$ cat config.mk
export PLATFORM = sky130hd
export DESIGN_NAME = player_sprite_renderer
export DESIGN_NICKNAME = d
export VERILOG_FILES = /design/src/rtl/player_sprite_renderer.sv
export SDC_FILE = /design/constraint.sdc
export NUM_CORES = 1
export LEC_CHECK = 0
export BUFFER_PORTS_ARGS = -buffer_cell sky130_fd_sc_hd__buf_2
export CAP_MARGIN = 20
export CORE_ASPECT_RATIO = 0.9
export CORE_MARGIN = 3
export CORE_UTILIZATION = 52
export CTS_CLUSTER_DIAMETER = 120
export DETAILED_ROUTE_END_ITERATION = 7
export PLACE_DENSITY = 0.78
export SYNTH_ARGS = -nofsm -noshare
export SYNTH_HDL_FRONTEND = slang
export SYNTH_SLANG_ARGS = --single-unit
$ cat constraint.sdc
create_clock -name Clk -period 4.7 [get_ports Clk]
set_input_delay 0.94 -clock Clk [delete_from_list [all_inputs] [get_ports Clk]]
set_output_delay 0.94 -clock Clk [all_outputs]
set_load 0.005 [all_outputs]
$ cat src/rtl/player_sprite_renderer.sv
// Player sprite pixel stage: turns the scan position into a sprite ROM address and
// resolves the returned palette index into a transparency- and blink-aware pixel.
module player_sprite_renderer #(
    parameter int SPR_W        = 20,
    parameter int SPR_H        = 20,
    parameter int ADDR_W       = 19,
    parameter int IDX_W        = 3,
    parameter int TRANSP_IDX   = 0,
    parameter int FLASH_FRAMES = 60
) (
    input  logic              Clk,
    input  logic              Reset_n,
    input  logic              pix_en,
    input  logic [9:0]        DrawX,
    input  logic [9:0]        DrawY,
    input  logic              frame_start,
    input  logic [9:0]        player_x,
    input  logic [9:0]        player_y,
    input  logic              facing_left,
    input  logic              hit,
    output logic [ADDR_W-1:0] rom_addr,
    input  logic [IDX_W-1:0]  rom_data,
    output logic              sprite_valid,
    output logic              sprite_on,
    output logic [IDX_W-1:0]  sprite_idx
);

    // Frame-stable copies of the player state.
    logic [9:0] pos_x_q;
    logic [9:0] pos_y_q;
    logic       facing_q;

    always_ff @(posedge Clk) begin
        // NOTE: sequential state uses non-blocking assignments so every register
        // samples the pre-edge values, independent of statement order.
        if (!Reset_n) begin
            pos_x_q  <= '0;
            pos_y_q  <= '0;
            facing_q <= 1'b0;
        end else if (frame_start) begin
            pos_x_q  <= player_x;
            pos_y_q  <= player_y;
            facing_q <= facing_left;
        end
    end

    // Bounds are formed in 11 bits so a sprite hanging off the right/bottom edge
    // clips instead of wrapping back to column/row 0.
    logic [10:0]       x_ext;
    logic [10:0]       y_ext;
    logic [10:0]       px_ext;
    logic [10:0]       py_ext;
    logic [10:0]       x_end;
    logic [10:0]       y_end;
    logic [10:0]       col;
    logic [10:0]       row;
    logic [10:0]       col_src;
    logic              in_box;
    logic [ADDR_W-1:0] lin_addr;

    assign x_ext  = {1'b0, DrawX};
    assign y_ext  = {1'b0, DrawY};
    assign px_ext = {1'b0, pos_x_q};
    assign py_ext = {1'b0, pos_y_q};
    assign x_end  = px_ext + 11'(SPR_W);
    assign y_end  = py_ext + 11'(SPR_H);
    assign col    = x_ext - px_ext;
    assign row    = y_ext - py_ext;

    always_comb begin
        // NOTE: every always_comb output gets a default first so no path can
        // leave it unassigned and infer a latch.
        col_src = col;
        if (facing_q) begin
            col_src = 11'(SPR_W - 1) - col;
        end
    end

    assign in_box = (x_ext >= px_ext) && (x_ext < x_end) &&
                    (y_ext >= py_ext) && (y_ext < y_end);

    // Constant multiply by the sprite width; the largest index fits ADDR_W.
    assign lin_addr = ADDR_W'(row) * ADDR_W'(SPR_W) + ADDR_W'(col_src);

    // Stage 1: address issue. Stage 2: ROM access slot.
    logic v1;
    logic box1;
    logic v2;
    logic box2;

    always_ff @(posedge Clk) begin
        if (!Reset_n) begin
            rom_addr <= '0;
            v1       <= 1'b0;
            box1     <= 1'b0;
            v2       <= 1'b0;
            box2     <= 1'b0;
        end else begin
            rom_addr <= in_box ? lin_addr : '0;
            v1       <= pix_en;
            box1     <= in_box;
            v2       <= v1;
            box2     <= box1;
        end
    end

    // Hit blink: counts frames down from the load value; blank follows bit 2 of
    // the count but only changes on a frame boundary.
    logic [7:0] flash_cnt;
    logic [7:0] flash_next;
    logic       blank;

    always_comb begin
        flash_next = flash_cnt;
        if (hit) begin
            flash_next = 8'(FLASH_FRAMES);
        end else if (frame_start && (flash_cnt != 8'd0)) begin
            flash_next = flash_cnt - 8'd1;
        end
    end

    always_ff @(posedge Clk) begin
        if (!Reset_n) begin
            flash_cnt <= '0;
            blank     <= 1'b0;
        end else begin
            flash_cnt <= flash_next;
            if (frame_start) begin
                blank <= (flash_next != 8'd0) && flash_next[2];
            end
        end
    end

    // Stage 3: transparency and blink resolution.
    logic opaque;

    assign opaque = box2 && (rom_data != IDX_W'(TRANSP_IDX)) && !blank;

    always_ff @(posedge Clk) begin
        if (!Reset_n) begin
            sprite_valid <= 1'b0;
            sprite_on    <= 1'b0;
            sprite_idx   <= '0;
        end else begin
            sprite_valid <= v2;
            sprite_on    <= v2 && opaque;
            sprite_idx   <= (v2 && opaque) ? rom_data : '0;
        end
    end

endmodule

==> results of run 1 <==
## through the flow
step	hold WS, ns	cell area (sq um)	power [mW]	setup slack, ns	utilization (%)
after floorplan	0.4119	4636	1.522	0.08101	-
after global placement	0.4143	5233	1.864	-0.03216	60.78
after detailed placement	0.4271	5233	1.903	-0.09989	60.78
after CTS	0.4544	5328	2.200	0.2131	61.89
after global routing	0.4826	5354	2.409	-0.0005476	62.19
final	0.4498	5354	2.209	0.3053	62.19
## worst register-to-register path, cell delays in order (launching register included)
cell	delay, ns
dfxtp_1	0.39
inv_1	0.06
ha_1	0.28
and2_1	0.16
o21ai_1	0.23
nand3b_1	0.13
a21o_1	0.19
a21oi_1	0.16
xnor2_1	0.18
ha_1	0.28
ha_1	0.34
o21a_1	0.21
buf_4	0.13
a211oi_1	0.34
o21ba_2	0.20
maj3_1	0.17
xor2_1	0.20
xnor2_1	0.14
nor2_1	0.06
## Yosys cell counts, types with 3 or more instances
master	count	area [sq um]
a21o_1	10	75.07
nand2_1	23	86.33
o211ai_1	4	30.03
xor2_1	21	183.9
o31a_1	5	43.79
o21bai_1	3	22.52
fa_1	4	80.08
o21a_1	9	67.56
dfxtp_1	56	1121
xnor2_1	36	315.3
nand4_1	3	18.77
nor3_1	11	55.05
mux2i_1	22	220.2
nor2b_1	31	193.9
or3_1	3	18.77
nand3_1	13	65.06
and2_1	9	56.30
clkbuf_1	7	26.28
ha_1	66	825.8
nor4_1	3	18.77
inv_1	45	168.9
o31ai_1	4	30.03
o2111ai_1	5	43.79
nor2_1	44	165.2
o21ai_0	27	135.1
a21oi_1	28	140.1
a21boi_0	3	22.52
nand2b_1	3	18.77
a211oi_1	8	60.06
## placed cells by master (no fill, tap or decap), types with 21 or more instances in the layout
master / count
xor2_1: 21
dfxtp_1: 56
o21ai_0: 24
buf_2: 70
mux2i_1: 22
inv_1: 45
nand2_1: 23
a21oi_1: 26
xnor2_1: 36
nor2_1: 44
buf_4: 21
ha_1: 66
nor2b_1: 31
## cells by family after synthesis
kind of cell	after synthesis	share of synthesized area [%]
compound gates	123	17.90
xor+xnor	58	11.35
fa+ha+maj	71	19.79
buf+inv	57	4.947
flops	56	24.22
mux	22	4.758
other cells	1	0.08103
simple gates	153	16.95
## registers in the layout, indices dropped and copies added, names as in the netlist, 3 cells and up
register / count
rom_addr: 17
sprite_idx: 3
pos_x_q: 10
pos_y_q: 10
flash_cnt: 8
## worst min path at each step
stage                end  slack, ns  depth (start not counted)
floorplan           box2       0.41                          1
global placement      v2       0.41                          1
detailed placement  box2       0.43                          1
CTS                 box2       0.45                          1
global route        box2       0.48                          1
finish              box2       0.45                          1
## per-layer routing
metal | vias to the layer above | part of all wire [%] | track usage [%]
li1 | 2066 | - | -
met1 | 1804 | 49 | 26.62
met2 | 77 | 46 | 33.65
met3 | 12 | 4.3 | 4.469
met4 | 2 | 1.1 | 4.590
met5 | - | 0.13 | 0
## power by group
group	internal [mW]	switching, mW
registers	0.501	0.0190
clock network	0.109	0.181
logic	0.705	0.694
## layout make-up
class | instances | share of cell area (%)
multi-input combinational | 430 | 61.86
sequential | 56 | 20.94
timing repair buffer | 91 | 9.488
inverter | 45 | 3.155
tap | 119 | 2.781
clock buffer | 5 | 1.285
clock inverter | 3 | 0.4908
==> impl_metrics.yaml, run 1 <==
floorplanning:
  core_sq_um: 8608
  die_w_um: 105.4
  die_area_sq_um: 10070
  die_h_um: 95.50
  start_util_pct: 53.76
  num_rows: 32
  io_pins: 73
synthesis:
  async_reset_ff_share_pct: 0
  ys.flop_type: "dfxtp_1"
  synth.distinct_cells: 57
  yosysWarnings: 0
  synth_edf_count: 0
  synthCells: 541
  synth-seq-cells: 56
  yosysSeqAreaShare_pct: 24.22
  syn_avg_cell_area_sq_um: 8.555
  syn_area_sq_um: 4628
cts:
  ctsHtreeMaxLevel: 2
  post_cts_buffers: 0
  cts_tree: "done"
  cts_buffers: 5
  holdBufCountCts: 0
  cts_root_buf: "clkbuf_8"
  clk-insertion-delay-late_ns: 0.33
  cts_resized: 0
  clk_pin_slew_ns: 0.11
  cts.sinks: 56
  ctsLongestPathBuffers: 2
timing:
  worst-slew-pin-transition_ns: 0.6829
  fin_skew_ns: 0.01161
  slew_headroom_pct: 54.47
  finalCritPeriodShare_pct: 93.50
  hold_viol_final: 0
  drv_slew: 0
  fmax_ghz: 0.2275
  tns_ns: 0
  setup_viol: 0
  fin_crit_ns: 4.395
grt:
  grt_max_degree: 33
  grt_first_pass_wirelength_mm: 16.49
  antenna_found_initial: 1
  grtUsageTotal_pct: 20.12
  grt_pass1_vias: 3623
  grt-ovfl-total: 0
critical_path:
  critPathLaunchType: "primary input"
  cp_num_buf_inv: 5
  cp-startpoint: "DrawY[0]"
  critical_path_class: "in2reg"
  regToRegStartpoint: "pos_y_q[3]"
  r2r_cells: 18
  critPathMostFrequentCell: "ha_1"
  critPathSlowestCell: "fa_1"
  critPathTopFamily: "adder cells"
  rrSetupSlack_ns: 0.71
  crit_path_max_incr_delay_ns: 0.41
  endpoint: "rom_addr[14]"
  crit_chain: "buf_2 -> inv_1 -> ha_1 -> inv_1 -> fa_1 -> a21oi_2 -> o22ai_1 -> o41ai_2 -> buf_4 -> xnor2_1 -> ha_1 -> ha_1 -> o21a_1 -> buf_4 -> a211oi_1 -> o21ba_2 -> maj3_1 -> xor2_1 -> xnor2_1 -> nor2_1"
  r2r-end: "rom_addr[14]"
  crit_cells: 20
  cp.arrival_ns: 4.58
  cp-end-kind: "flip-flop"
  path_max_fanout: 4
  cp.required_ns: 4.89
placement:
  dp_cells: 741
  gp_congestion: 0.8700
  portBuffers: 70
  dp_hpwl_mm: 8.206
routing:
  vias: 3961
  dr.pass1.iters: 7
  ant_nets: 0
  dr.first_iter.drc_count: 132
  viasPerCell: 5.288
  wl_mm: 10.03
  drc: 0
  post_drt_wl_per_cell_um: 13.39
power_and_ir_drop:
  leakage_nw: 2.462
  powerDensity_nw_per_um2: 412.7
  vdd_ir_drop_max_mv: 0.2329
worst_hold_path:
  min_path_type: "reg2reg"
  hp-start: "box1"
run:
  maxCapViolations: 0
status:
  status: "complete, no violations"
final_layout:
  nets: 748
  instances_no_fill: 749
  seqCellArea_sq_um: 1121
  fill_cells: 770
  drive_gt1_share_pct: 17.78
  multiInputGateArea_sq_um: 3312
  syn_to_final_growth_pct: 15.68
  num_antenna_cells: 0
Power figures use the tool's default switching activity.
==> run 2, diff against run 1 <==
--- a/config.mk
+++ b/config.mk
@@ -9,10 +9,12 @@
 export CAP_MARGIN = 20
 export CORE_ASPECT_RATIO = 0.9
 export CORE_MARGIN = 3
-export CORE_UTILIZATION = 52
+export CORE_UTILIZATION = 54
+export CTS_BUF_LIST = sky130_fd_sc_hd__clkbuf_8
 export CTS_CLUSTER_DIAMETER = 120
 export DETAILED_ROUTE_END_ITERATION = 7
-export PLACE_DENSITY = 0.78
+export PLACE_DENSITY = 0.81
+export SLEW_MARGIN = 20
 export SYNTH_ARGS = -nofsm -noshare
 export SYNTH_HDL_FRONTEND = slang
 export SYNTH_SLANG_ARGS = --single-unit
==> impl_metrics.yaml, run 2 (same netlist as run 1, synthesis figures left out) <==
status:
  status: "complete, no violations"
cts:
  cts_root_buf: "clkbuf_8"
  post_cts_buffers: 0
  clk_pin_slew_ns: 0.11
  ctsLongestPathBuffers: 2
  ctsHtreeMaxLevel: 2
  holdBufCountCts: 0
  cts_resized: 0
  cts.sinks: 56
  clk-insertion-delay-late_ns: 0.31
  cts_tree: "done"
  cts_buffers: 5
power_and_ir_drop:
  vdd_ir_drop_max_mv: 0.2564
  powerDensity_nw_per_um2: 416.3
  leakage_nw: 2.471
  total_power_mw: 2.232
floorplanning:
  io_pins: 73
  die_area_sq_um: 9719
  die_h_um: 93.83
  die_w_um: 103.6
  num_rows: 31
  start_util_pct: 56.55
  core_sq_um: 8184
placement:
  dp_cells: 738
  gp_congestion: 0.8546
  dp_hpwl_mm: 8.269
  portBuffers: 70
  pre_cts_slack_ns: -0.1596
worst_hold_path:
  hold_path_end: "v2"
  min_path_type: "reg2reg"
  whs_path_depth: 1
  hp-start: "v1"
final_layout:
  instances_no_fill: 747
  nets: 749
  largest_reg_flops: 17
  regMostFlops: "rom_addr"
  layout_commonest_cell: "buf_2"
  most-common-layout-cells: "buf_2 (70), ha_1 (66), dfxtp_1 (56)"
  syn_to_final_growth_pct: 15.87
  top_regs: "rom_addr x17, pos_x_q x10, pos_y_q x10"
  drive_gt1_share_pct: 17.91
critical_path:
  cp.required_ns: 4.95
  cp-end-kind: "flip-flop"
  critPathLaunchType: "primary input"
  path_max_fanout: 5
  critical_path_class: "in2reg"
  cp_num_buf_inv: 3
  rrSetupSlack_ns: 0.61
  r2r-end: "rom_addr[15]"
  critPathTopFamily: "compound AO/OA/AOI/OAI gates"
  regToRegStartpoint: "pos_y_q[3]"
  crit_path_max_incr_delay_ns: 0.47
  critPathSlowestCell: "or4bb_1"
  crit_cells: 18
  crit_chain: "buf_2 -> ha_1 -> nor2b_1 -> o2111ai_2 -> nand3b_1 -> a21o_1 -> a21oi_1 -> xnor2_1 -> ha_1 -> ha_1 -> buf_4 -> o2111ai_1 -> nand3_1 -> o211ai_1 -> buf_4 -> or4bb_1 -> a31o_1 -> a21oi_2"
  cp.arrival_ns: 4.66
  r2r_cells: 18
  critPathMostFrequentCell: "ha_1"
timing:
  worst_slack_ns: 0.2862
  tns_ns: 0
  slew_headroom_pct: 55.14
  fin_crit_ns: 4.414
  hold_viol_final: 0
  fin_skew_ns: 0.01122
  hold_slack_ns: 0.4551
  setup_viol: 0
  finalCritPeriodShare_pct: 93.91
  drv_slew: 0
  fmax_ghz: 0.2266
  worst-slew-pin-transition_ns: 0.6729
run:
  maxCapViolations: 0
routing:
  post_drt_wl_per_cell_um: 13.44
  dr.pass1.iters: 5
  vias: 4014
  viasPerCell: 5.373
  ant_nets: 0
  drc: 0
  wl_mm: 10.04
  dr.first_iter.drc_count: 163
grt:
  grt_pass1_vias: 3953
  grt_max_degree: 33
  grt-ovfl-total: 0
  grt_first_pass_wirelength_mm: 17.00
  grtUsageTotal_pct: 20.67
  antenna_found_initial: 2
[run 2: changes by cell type in the layout (fill, tap and decap cells not counted), sizes merged]
cell   previous run  this run
buf              91        92
diode             0         1
[run 2: final cells by class]
class	instances	area, sq um
fill	684	2821
antenna	1	2.502
clock buffer	5	68.82
tap	115	143.9
clock inverter	3	26.28
inverter	45	168.9
timing repair buffer	92	515.5
sequential	56	1121
multi-input combinational	430	3316
[run 2: worst reg2reg max path: cells and delay by family, from the launching register on]
family          cells  cell delay (ns)
flops               1             0.39
fa+ha+maj           3             0.91
compound gates      7             1.21
buf+inv             3             0.38
xor+xnor            1             0.22
simple gates        4             0.92
[run 2: per-layer routing]
| layer | vias up | track usage (%) | part of all wire, % |
|---|---|---|---|
| met5 | - | 0 | 0.13 |
| met4 | 2 | 6.423 | 1.8 |
| met3 | 23 | 4.261 | 4.8 |
| met2 | 105 | 36.87 | 48 |
| met1 | 1811 | 25.21 | 45 |
| li1 | 2073 | - | - |
[run 2: how the worst max path moves through the flow]
stage / startpoint / end / slack (ns)
2_1_floorplan: DrawY[0] / rom_addr[14] / 0.08
3_3_place_gp: DrawY[0] / rom_addr[14] / -0.02
3_5_place_dp: DrawY[0] / rom_addr[13] / -0.16
4_1_cts: DrawY[0] / rom_addr[13] / 0.17
5_1_grt: DrawY[0] / rom_addr[15] / -0.05
6_report: DrawY[1] / rom_addr[15] / 0.29
[run 2: per-stage QoR]
stage / area (sq um) / util [%]
after floorplan: 4636 / -
after global placement: 5235 / 63.97
after detailed placement: 5235 / 63.97
after CTS: 5330 / 65.13
after global routing: 5363 / 65.53
final: 5363 / 65.53
[run 2: report_power, final]
group	internal [mW]	total, mW	switching, mW	leakage [nW]
sequential	0.501	0.520	0.0189	0.459
combinational	0.726	1.43	0.708	1.97
clock	0.109	0.278	0.169	0.0423
total	1.34	2.23	0.896	2.47
